===== src/rtl/xor_checksum.sv =====
`default_nettype none
// +------------------------------------------------------------------------+
// | Module      : xor_checksum                                             |
// | Description : Streaming XOR checksum engine with generate/check modes, |
// |               valid/ready input and output handshakes.                 |
// | Revision    : 1.0 - initial release                                    |
// +------------------------------------------------------------------------+
module xor_checksum #(
    parameter  int WIDTH   = 8,
    parameter  int MAX_LEN = 16,
    localparam int LW      = $clog2(MAX_LEN + 1)
) (
    input  logic             clk,
    input  logic             rst,
    input  logic             in_valid,
    output logic             in_ready,
    input  logic [WIDTH-1:0] in_data,
    input  logic             in_last,
    input  logic             mode,
    output logic             out_valid,
    input  logic             out_ready,
    output logic [WIDTH-1:0] out_sum,
    output logic [LW-1:0]    out_len,
    output logic             out_err,
    output logic             out_mode
);

    typedef enum logic [0:0] {
        ACC = 1'b0,
        OUT = 1'b1
    } state_t;

    localparam logic [LW-1:0] c_max_len = LW'(MAX_LEN);

    state_t           r_state;
    state_t           w_state_next;
    logic [WIDTH-1:0] r_acc;
    logic [LW-1:0]    r_cnt;
    logic             r_ovf;
    logic             r_mode_q;

    logic             w_xfer;
    logic             w_first;
    logic [WIDTH-1:0] w_acc_next;
    logic [LW-1:0]    w_cnt_next;
    logic             w_ovf_next;
    logic             w_mode_eff;

    // Handshake flags decode straight from the state flop, so no path from out_ready.
    assign in_ready   = (r_state == ACC);
    assign out_valid  = (r_state == OUT);

    assign w_xfer     = in_valid && in_ready;
    assign w_first    = (r_cnt == '0);
    assign w_acc_next = r_acc ^ in_data;
    assign w_cnt_next = (r_cnt == c_max_len) ? r_cnt : r_cnt + 1'b1;
    assign w_ovf_next = r_ovf | (r_cnt == c_max_len);
    assign w_mode_eff = w_first ? mode : r_mode_q;

    always_ff @(posedge clk) begin
        if (rst) begin
            r_state <= ACC;
        end else begin
            r_state <= w_state_next;
        end
    end

    always_comb begin
        w_state_next = r_state;
        case (r_state)
            ACC: if (w_xfer && in_last) w_state_next = OUT;
            OUT: if (out_ready)         w_state_next = ACC;
            default:                    w_state_next = ACC;
        endcase
    end

    always_ff @(posedge clk) begin
        if (rst) begin
            r_acc    <= '0;
            r_cnt    <= '0;
            r_ovf    <= 1'b0;
            r_mode_q <= 1'b0;
            out_sum  <= '0;
            out_len  <= '0;
            out_err  <= 1'b0;
            out_mode <= 1'b0;
        end else if (w_xfer) begin
            r_acc <= w_acc_next;
            r_cnt <= w_cnt_next;
            r_ovf <= w_ovf_next;
            if (w_first) begin
                r_mode_q <= mode;
            end
            if (in_last) begin
                out_sum  <= w_acc_next;
                out_len  <= w_cnt_next;
                out_mode <= w_mode_eff;
                out_err  <= w_ovf_next | (w_mode_eff && (w_acc_next != '0));
            end
        end else if ((r_state == OUT) && out_ready) begin
            r_acc <= '0;
            r_cnt <= '0;
            r_ovf <= 1'b0;
        end
    end

endmodule
`default_nettype wire


===== config.mk =====
export PLATFORM = sky130hd
export DESIGN_NAME = xor_checksum
export DESIGN_NICKNAME = d
export VERILOG_FILES = /design/src/rtl/xor_checksum.sv
export SDC_FILE = /design/constraint.sdc
export NUM_CORES = 1
export LEC_CHECK = 0
export ABC_AREA = 1
export BUFFER_PORTS_ARGS = -buffer_cell sky130_fd_sc_hd__clkbuf_2
export CORE_MARGIN = 2
export CORE_UTILIZATION = 40
export CTS_BUF_LIST = sky130_fd_sc_hd__clkbuf_2 sky130_fd_sc_hd__clkbuf_4 sky130_fd_sc_hd__clkbuf_8
export DETAILED_ROUTE_END_ITERATION = 8
export PLACE_DENSITY = 0.72
export SLEW_MARGIN = 0
export SYNTH_ARGS = -nofsm -noshare
export SYNTH_HDL_FRONTEND = slang
export SYNTH_SLANG_ARGS = --single-unit

===== constraint.sdc =====
create_clock -name clk -period 2.49 [get_ports clk]
set_clock_uncertainty 0.1 [all_clocks]
set_input_delay 0.6225 -clock clk [delete_from_list [all_inputs] [get_ports clk]]
set_output_delay 0.6225 -clock clk [all_outputs]
set_load 0.01 [all_outputs]

==> results of run 1 <==
[power by group through the flow]
stage | logic (W) | clock network, W | registers [W]
6_report | 0.000154 | 0.000280 | 0.000543
5_1_grt | 0.000178 | 0.000307 | 0.000547
4_1_cts | 0.000156 | 0.000294 | 0.000543
3_5_place_dp | 0.000155 | 0 | 0.000555
3_3_place_gp | 0.000152 | 0 | 0.000555
2_1_floorplan | 0.000106 | 0 | 0.000558
[cell usage after synthesis, types with 2 or more instances]
cell,n
buf_6,2
o21ai_0,3
xor2_1,3
ha_1,2
a21oi_1,28
nand3_1,5
nor2_1,6
inv_2,2
nand2_4,2
o21a_1,3
nand2_1,79
clkbuf_1,2
inv_1,32
dfxtp_1,31
[metrics by stage]
stage / cell area [sq um] / cells / utilization / setup WS [ps] / hold WS [ps]
final: 1670 / 288 / 0.488 / 802 / 374
after global routing: 1670 / 288 / 0.488 / 768 / 400
after CTS: 1670 / 288 / 0.488 / 787 / 372
after detailed placement: 1620 / 280 / 0.473 / 657 / 357
after global placement: 1620 / 280 / 0.473 / 735 / 354
after floorplan: 1450 / 211 / - / 1030 / 343
[cell usage in the layout (no fill, tap or decap), types with 2 or more instances in the layout]
master	instances
nand2_4	2
clkbuf_4	5
nand2_1	79
nand3_1	5
xor2_1	3
inv_2	2
a21oi_1	28
inv_1	32
o21ai_0	3
clkinv_2	3
ha_1	2
dfxtp_1	31
o21a_1	3
nor2_1	6
clkbuf_2	30
[path summary, 6_finish.rpt]
kind	startpoint	cells after the start	slack [ps]	to
setup reg to reg	out_valid	7	950	out_err
hold / removal	r_mode_q	2	370	r_mode_q
setup / recovery	out_valid	2	800	in_ready
hold reg to reg	r_mode_q	2	370	r_mode_q
[sequential cells by signal, summed over array words and instances, names as in the netlist]
signal     cells
out_sum        8
r_acc          8
out_len        5
r_cnt          5
out_err        1
out_mode       1
out_valid      1
r_mode_q       1
r_ovf          1
[kinds of logic (layout without fill, tap and decap cells)]
logic type / after synthesis / count (layout) / synth area share
fa+ha+maj: 2 / 2 / 0.0172
xor+xnor: 4 / 4 / 0.0241
simple gates: 94 / 94 / 0.261
buf+inv: 42 / 73 / 0.124
compound gates: 38 / 38 / 0.147
flops: 31 / 31 / 0.427
[area by class of cell]
| cell class | count | area (sq um) |
|---|---|---|
| multi-input cells | 138 | 653 |
| inverters | 35 | 134 |
| well taps | 46 | 57.6 |
| clock buffers | 5 | 37.5 |
| clock inverters | 3 | 15.0 |
| fillers | 357 | 1750 |
| flip-flops and latches | 31 | 621 |
| repair buffers | 30 | 150 |
[per-layer routing]
metal,global-route usage,vias to the layer above
li1,-,706
met1,0.191,577
met2,0.259,31
met3,0.0440,7
met4,0.0718,0
met5,0,-
[critical path: cells and delay by family (launching register included)]
family	cells	cell delay, ps
DFF	1	420
buffers and inverters	2	210
==> results.sh, run 1 <==
export IMPL_slew_limit_headroom=0.640
export IMPL_async_reset_ff_frac=0
export IMPL_clk_latency_ps=330
export IMPL_area_growth_pct=14.7
export IMPL_yosysSeqAreaShare=0.427
export IMPL_status="complete, no violations"
export IMPL_met1Wirelength_microns=1360
export IMPL_grt_remaining_overflow=0
export IMPL_first_iter_violations=51
export IMPL_tightest_slew_ps=541
export IMPL_powerDensity_nw_per_um2=586
export IMPL_maxCapViolCount=0
export IMPL_switchingPower_w=0.000290
export IMPL_tritoncts="yes"
export IMPL_synthCells=211
export IMPL_coreArea_sq_um=3420
export IMPL_ir_worst_vdd_uv=334
export IMPL_p_leak_nw=0.826
export IMPL_antenna_found_initial=0
export IMPL_swShare=0.297
export IMPL_top_layer="met4"
export IMPL_first_pass_iters=4
export IMPL_worst_endpoint_arrival_ps=970
export IMPL_cts_setup_buffers=0
export IMPL_dp_hpwl_microns=2120
export IMPL_cp_required_ps=1770
export IMPL_rsz0062_at_grt="no"
export IMPL_drv_slew=0
export IMPL_cts_sinks=31
export IMPL_wirelength_microns=2930
export IMPL_htree_levels=2
export IMPL_synth_seq_cells=31
export IMPL_grt_pass1_wl_microns=5020
export IMPL_hold_path_class="flip-flop to flip-flop"
export IMPL_synth_edf_count=0
export IMPL_place_gp_congestion=0.777
export IMPL_synth_fp_nets=227
export IMPL_worstPathMaxFanout=3
export IMPL_postRouteAntennaNets=0
export IMPL_wl_met3_microns=151
export IMPL_path_class="flip-flop to output port"
export IMPL_chipWidth_microns=64.3
export IMPL_fin_crit_ps=1690
export IMPL_p_int_w=0.000687
export IMPL_nets=257
export IMPL_seqPwrFrac=0.556
export IMPL_clock_path_buffers=2
export IMPL_path_cells="inv_2 > clkbuf_2"
export IMPL_die_h_microns=64.3
export IMPL_rows=21
export IMPL_yosysWarnings=0
export IMPL_grt_pass1_vias=1196
export IMPL_setup_worst_path_start_class="flip-flop"
export IMPL_drc=0
export IMPL_final_setup_viol_count=0
export IMPL_fin_crit_sh=0.678
export IMPL_initial_core_util=0.426
export IMPL_met2WireLength_microns=1370
export IMPL_avgSynthCellArea_sq_um=6.89
export IMPL_n_antenna_cell=0
export IMPL_wl_per_cell_microns=10.2
export IMPL_finalHoldViolations=0
export IMPL_vias=1321
export IMPL_clock_fmax_mhz=593
export IMPL_yosys_top_cells_area="dfxtp_1 (43%), nand2_1 (20%), a21oi_1 (9.6%)"
export IMPL_grt_usage=0.158
export IMPL_cts_root_buf="clkbuf_4"
export IMPL_io_buffer_count=30
export IMPL_io_pins=31
export IMPL_post_cts_resized=0
export IMPL_yosysTopAreaCell="dfxtp_1"
export IMPL_path_clk_slew_ps=100
export IMPL_hold_buffers=0
export IMPL_p_comb_frac=0.157
export IMPL_netlist_area_leader_share=0.427
export IMPL_clkPwrFrac=0.287
export IMPL_drive_gt1_frac=0.186
export IMPL_end_kind="output port"
export IMPL_netlist_area_sq_um=1450
export IMPL_die_area_sq_um=4130
export IMPL_setup_tns_final_ps=0
export IMPL_via_per_inst=4.59
export IMPL_synth_flop_cell="dfxtp_1"
export IMPL_cpPeakStageDelay_ps=420
export IMPL_total_power_w=0.000977
export IMPL_cp_slowest_cell="dfxtp_1"
export IMPL_grt_max_degree=29
export IMPL_cts_buffers=5
export IMPL_synth_cell_types=25
Note: power is estimated with default switching activity, not from simulation.
==> run 2: changes to the inputs <==
--- a/config.mk
+++ b/config.mk
@@ -5,7 +5,7 @@
 export SDC_FILE = /design/constraint.sdc
 export NUM_CORES = 1
 export LEC_CHECK = 0
-export ABC_AREA = 1
+export ABC_AREA = 0
 export BUFFER_PORTS_ARGS = -buffer_cell sky130_fd_sc_hd__clkbuf_2
 export CORE_MARGIN = 2
 export CORE_UTILIZATION = 40
==> constraint.sdc (replaced) <==
create_clock -name clk -period 1.6 [get_ports clk]
set_clock_uncertainty 0.1 [all_clocks]
set_input_delay 0.4 -clock clk [delete_from_list [all_inputs] [get_ports clk]]
set_output_delay 0.4 -clock clk [all_outputs]
set_load 0.01 [all_outputs]
==> run 2 against run 1 <==
  * Via count fell by 4.5%
  * Combinational power rose by 110%
  * Worst setup slack got worse by 710 ps
  * Wire length rose by 10%
  * Largest power group unchanged
==> results.sh, run 2 <==
export IMPL_status="complete, no violations"
export IMPL_swShare=0.264
export IMPL_ir_worst_vdd_uv=428
export IMPL_async_reset_ff_frac=0
export IMPL_grt_max_degree=21
export IMPL_antenna_found_initial=0
export IMPL_grt_pass1_vias=1229
export IMPL_p_comb_frac=0.178
export IMPL_via_per_inst=5.08
export IMPL_wl_per_cell_microns=13.0
export IMPL_yosysSeqAreaShare=0.425
export IMPL_place_ws_ps=72.2
export IMPL_end_kind="flip-flop"
export IMPL_synth_most_common_cell="dfxtp_1"
export IMPL_rows=21
export IMPL_tritoncts="yes"
export IMPL_netlist_area_leader_share=0.425
export IMPL_final_cell_count_no_fill=248
export IMPL_vias=1261
export IMPL_holdPathStages=2
export IMPL_r2r_slack_ps=90
export IMPL_drive_gt1_frac=0.342
export IMPL_holdCritStartpoint="out_ready"
export IMPL_worstPathMaxFanout=5
export IMPL_synth_adder_area_share=0.0171
export IMPL_final_common_cell="clkbuf_2"
export IMPL_hold_path_class="input port to flip-flop"
export IMPL_die_h_microns=64.4
export IMPL_finalHoldViolations=0
export IMPL_synth_compound_area_frac=0.215
export IMPL_synth_seq_cells=31
export IMPL_drv_slew=0
export IMPL_cts_sinks=31
export IMPL_multi_input_area_sq_um=768
export IMPL_fin_crit_ps=1510
export IMPL_clkPwrFrac=0.355
export IMPL_grt_pass1_wl_microns=5550
export IMPL_clk_latency_ps=340
export IMPL_io_pins=31
export IMPL_dp_cells=239
export IMPL_hold_buffers=0
export IMPL_io_buffer_count=30
export IMPL_place_gp_congestion=0.741
export IMPL_nets=217
export IMPL_layout_common_cells="clkbuf_2 (30), dfxtp_1 (28), nor2_1 (24)"
export IMPL_area_growth_pct=25.0
export IMPL_final_setup_worst_slack_ps=94.3
export IMPL_slew_limit_headroom=0.765
export IMPL_htree_levels=2
export IMPL_dp_hpwl_microns=2290
export IMPL_chipWidth_microns=64.4
export IMPL_initial_core_util=0.428
export IMPL_final_setup_viol_count=0
export IMPL_holdPathEnd="r_ovf"
export IMPL_coreArea_sq_um=3420
export IMPL_synth_flop_cell="dfxtp_1"
export IMPL_drc=0
export IMPL_synth_xor_area_share=0.0719
export IMPL_cts_root_buf="clkbuf_4"
export IMPL_seqPwrFrac=0.467
export IMPL_die_area_sq_um=4150
export IMPL_r2r_cells=6
export IMPL_synth_simple_area_share=0.212
export IMPL_p_int_w=0.00134
export IMPL_synth_common_cells="dfxtp_1 (31), nor2_1 (24), a21oi_1 (17)"
export IMPL_synth_top_family_by_area="compound AO/OA/AOI/OAI gates"
export IMPL_seqCellArea_sq_um=627
export IMPL_clock_fmax_mhz=664
export IMPL_grt_usage=0.173
export IMPL_setup_worst_path_start_class="flip-flop"
export IMPL_r2r_end="r_cnt[4]"
export IMPL_path_class="flip-flop to flip-flop"
export IMPL_netlist_area_sq_um=1460
export IMPL_yosysWarnings=0
export IMPL_clock_path_buffers=2
export IMPL_tightest_slew_ps=351
export IMPL_reg_top3="out_sum (8), r_acc (8)"
export IMPL_nFillCells=331
export IMPL_rsz0062_at_grt="no"
export IMPL_postRouteAntennaNets=0
export IMPL_synthCells=161
export IMPL_yosysTopAreaCell="dfxtp_1"
export IMPL_powerDensity_nw_per_um2=993
export IMPL_maxCapViolCount=0
export IMPL_synth_edf_count=0
export IMPL_wirelength_microns=3230
export IMPL_first_pass_iters=4
export IMPL_first_iter_violations=71
export IMPL_avgSynthCellArea_sq_um=9.08
export IMPL_p_leak_nw=0.719
export IMPL_cts_buffers=5
export IMPL_synth_cell_types=34
export IMPL_yosys_top_cells_area="dfxtp_1 (42%), a211oi_2 (6.8%), nor2_1 (6.2%)"
export IMPL_worst_endpoint_arrival_ps=1630
export IMPL_path_clk_slew_ps=90
export IMPL_fin_crit_sh=0.941
export IMPL_reg2reg_from="r_cnt[0]"
export IMPL_cp_required_ps=1730
export IMPL_switchingPower_w=0.000478
export IMPL_grt_remaining_overflow=0
export IMPL_synth_mux_area_frac=0.00685
export IMPL_synth_fp_nets=177
export IMPL_n_antenna_cell=0
==> run 2: cell types whose count changed after synthesis, sizes merged, moves of 5 or more <==
cell    before  now
a211oi       0   12
a21oi       29   17
inv         35    4
nand2       81    7
nand3b       0    9
nor2         6   24
nor3         0    5
o21ai        4    9
xnor2        1   10
==> run 2: critical path, stage by stage, from the launching register on <==
cell       delay (ps)
dfxtp_4           350
buf_4             150
ha_1              250
nand3_1           110
xor2_1            220
a2bb2oi_1         180
nor2_1             50
==> run 2: power groups by stage <==
| stage | Clock [W] | Combinational (W) | Sequential, W |
|---|---|---|---|
| 4_1_cts | 0.000661 | 0.000314 | 0.000849 |
| 3_3_place_gp | 0 | 0.000305 | 0.000867 |
| 5_1_grt | 0.000711 | 0.000355 | 0.000853 |
| 2_1_floorplan | 0 | 0.000184 | 0.000876 |
| 3_5_place_dp | 0 | 0.000311 | 0.000868 |
| 6_report | 0.000644 | 0.000323 | 0.000847 |
==> run 2: cell families (layout without fill, tap and decap cells) <==
family,after synthesis,count (layout)
mux,1,1
buf+inv,14,55
flops,31,31
xor+xnor,12,12
compound gates,43,43
fa+ha+maj,2,2
simple gates,58,58
==> run 2: stage by stage <==
| step | total power (W) | area [sq um] | hold slack, ps | utilization | TNS (ps) |
|---|---|---|---|---|---|
| after floorplan | 0.00106 | 1460 | 336 | - | -1.86 |
| after global placement | 0.00117 | 1720 | 342 | 0.505 | 0 |
| after detailed placement | 0.00118 | 1720 | 348 | 0.505 | 0 |
| after CTS | 0.00182 | 1810 | 165 | 0.530 | 0 |
| after global routing | 0.00192 | 1830 | 165 | 0.535 | 0 |
| final | 0.00181 | 1830 | 177 | 0.535 | 0 |
==> run 2: worst max-delay path by stage <==
stage | startpoint | to | slack [ps]
floorplan | r_cnt[0] | out_err | -2
global placement | r_cnt[0] | out_err | 100
detailed placement | r_cnt[0] | r_cnt[0] | 70
CTS | r_cnt[0] | r_cnt[0] | 50
global route | r_cnt[0] | out_err | 20
finish | r_cnt[0] | r_cnt[4] | 90
==> run 2: cell type report <==
cell class,instances,share of cell area
inverters,4,0.00822
clock buffers,6,0.0281
repair buffers,43,0.149
multi-input cells,116,0.421
clock inverters,2,0.0192
well taps,46,0.0315
flip-flops and latches,31,0.343
==> run 2: routing by layer <==
metal / share of wire / track usage / vias to the layer above
li1: - / - / 651
met1: 0.48 / 0.221 / 584
met2: 0.47 / 0.273 / 22
met3: 0.038 / 0.0556 / 4
met4: 0.011 / 0.0612 / 0
met5: 0 / 0 / -
==> run 2: what timing repair did <==
action / CTS / global route
setup buffers: 0 / 1
resized for setup: 0 / 4
endpoints found under the setup margin: 0 / 6
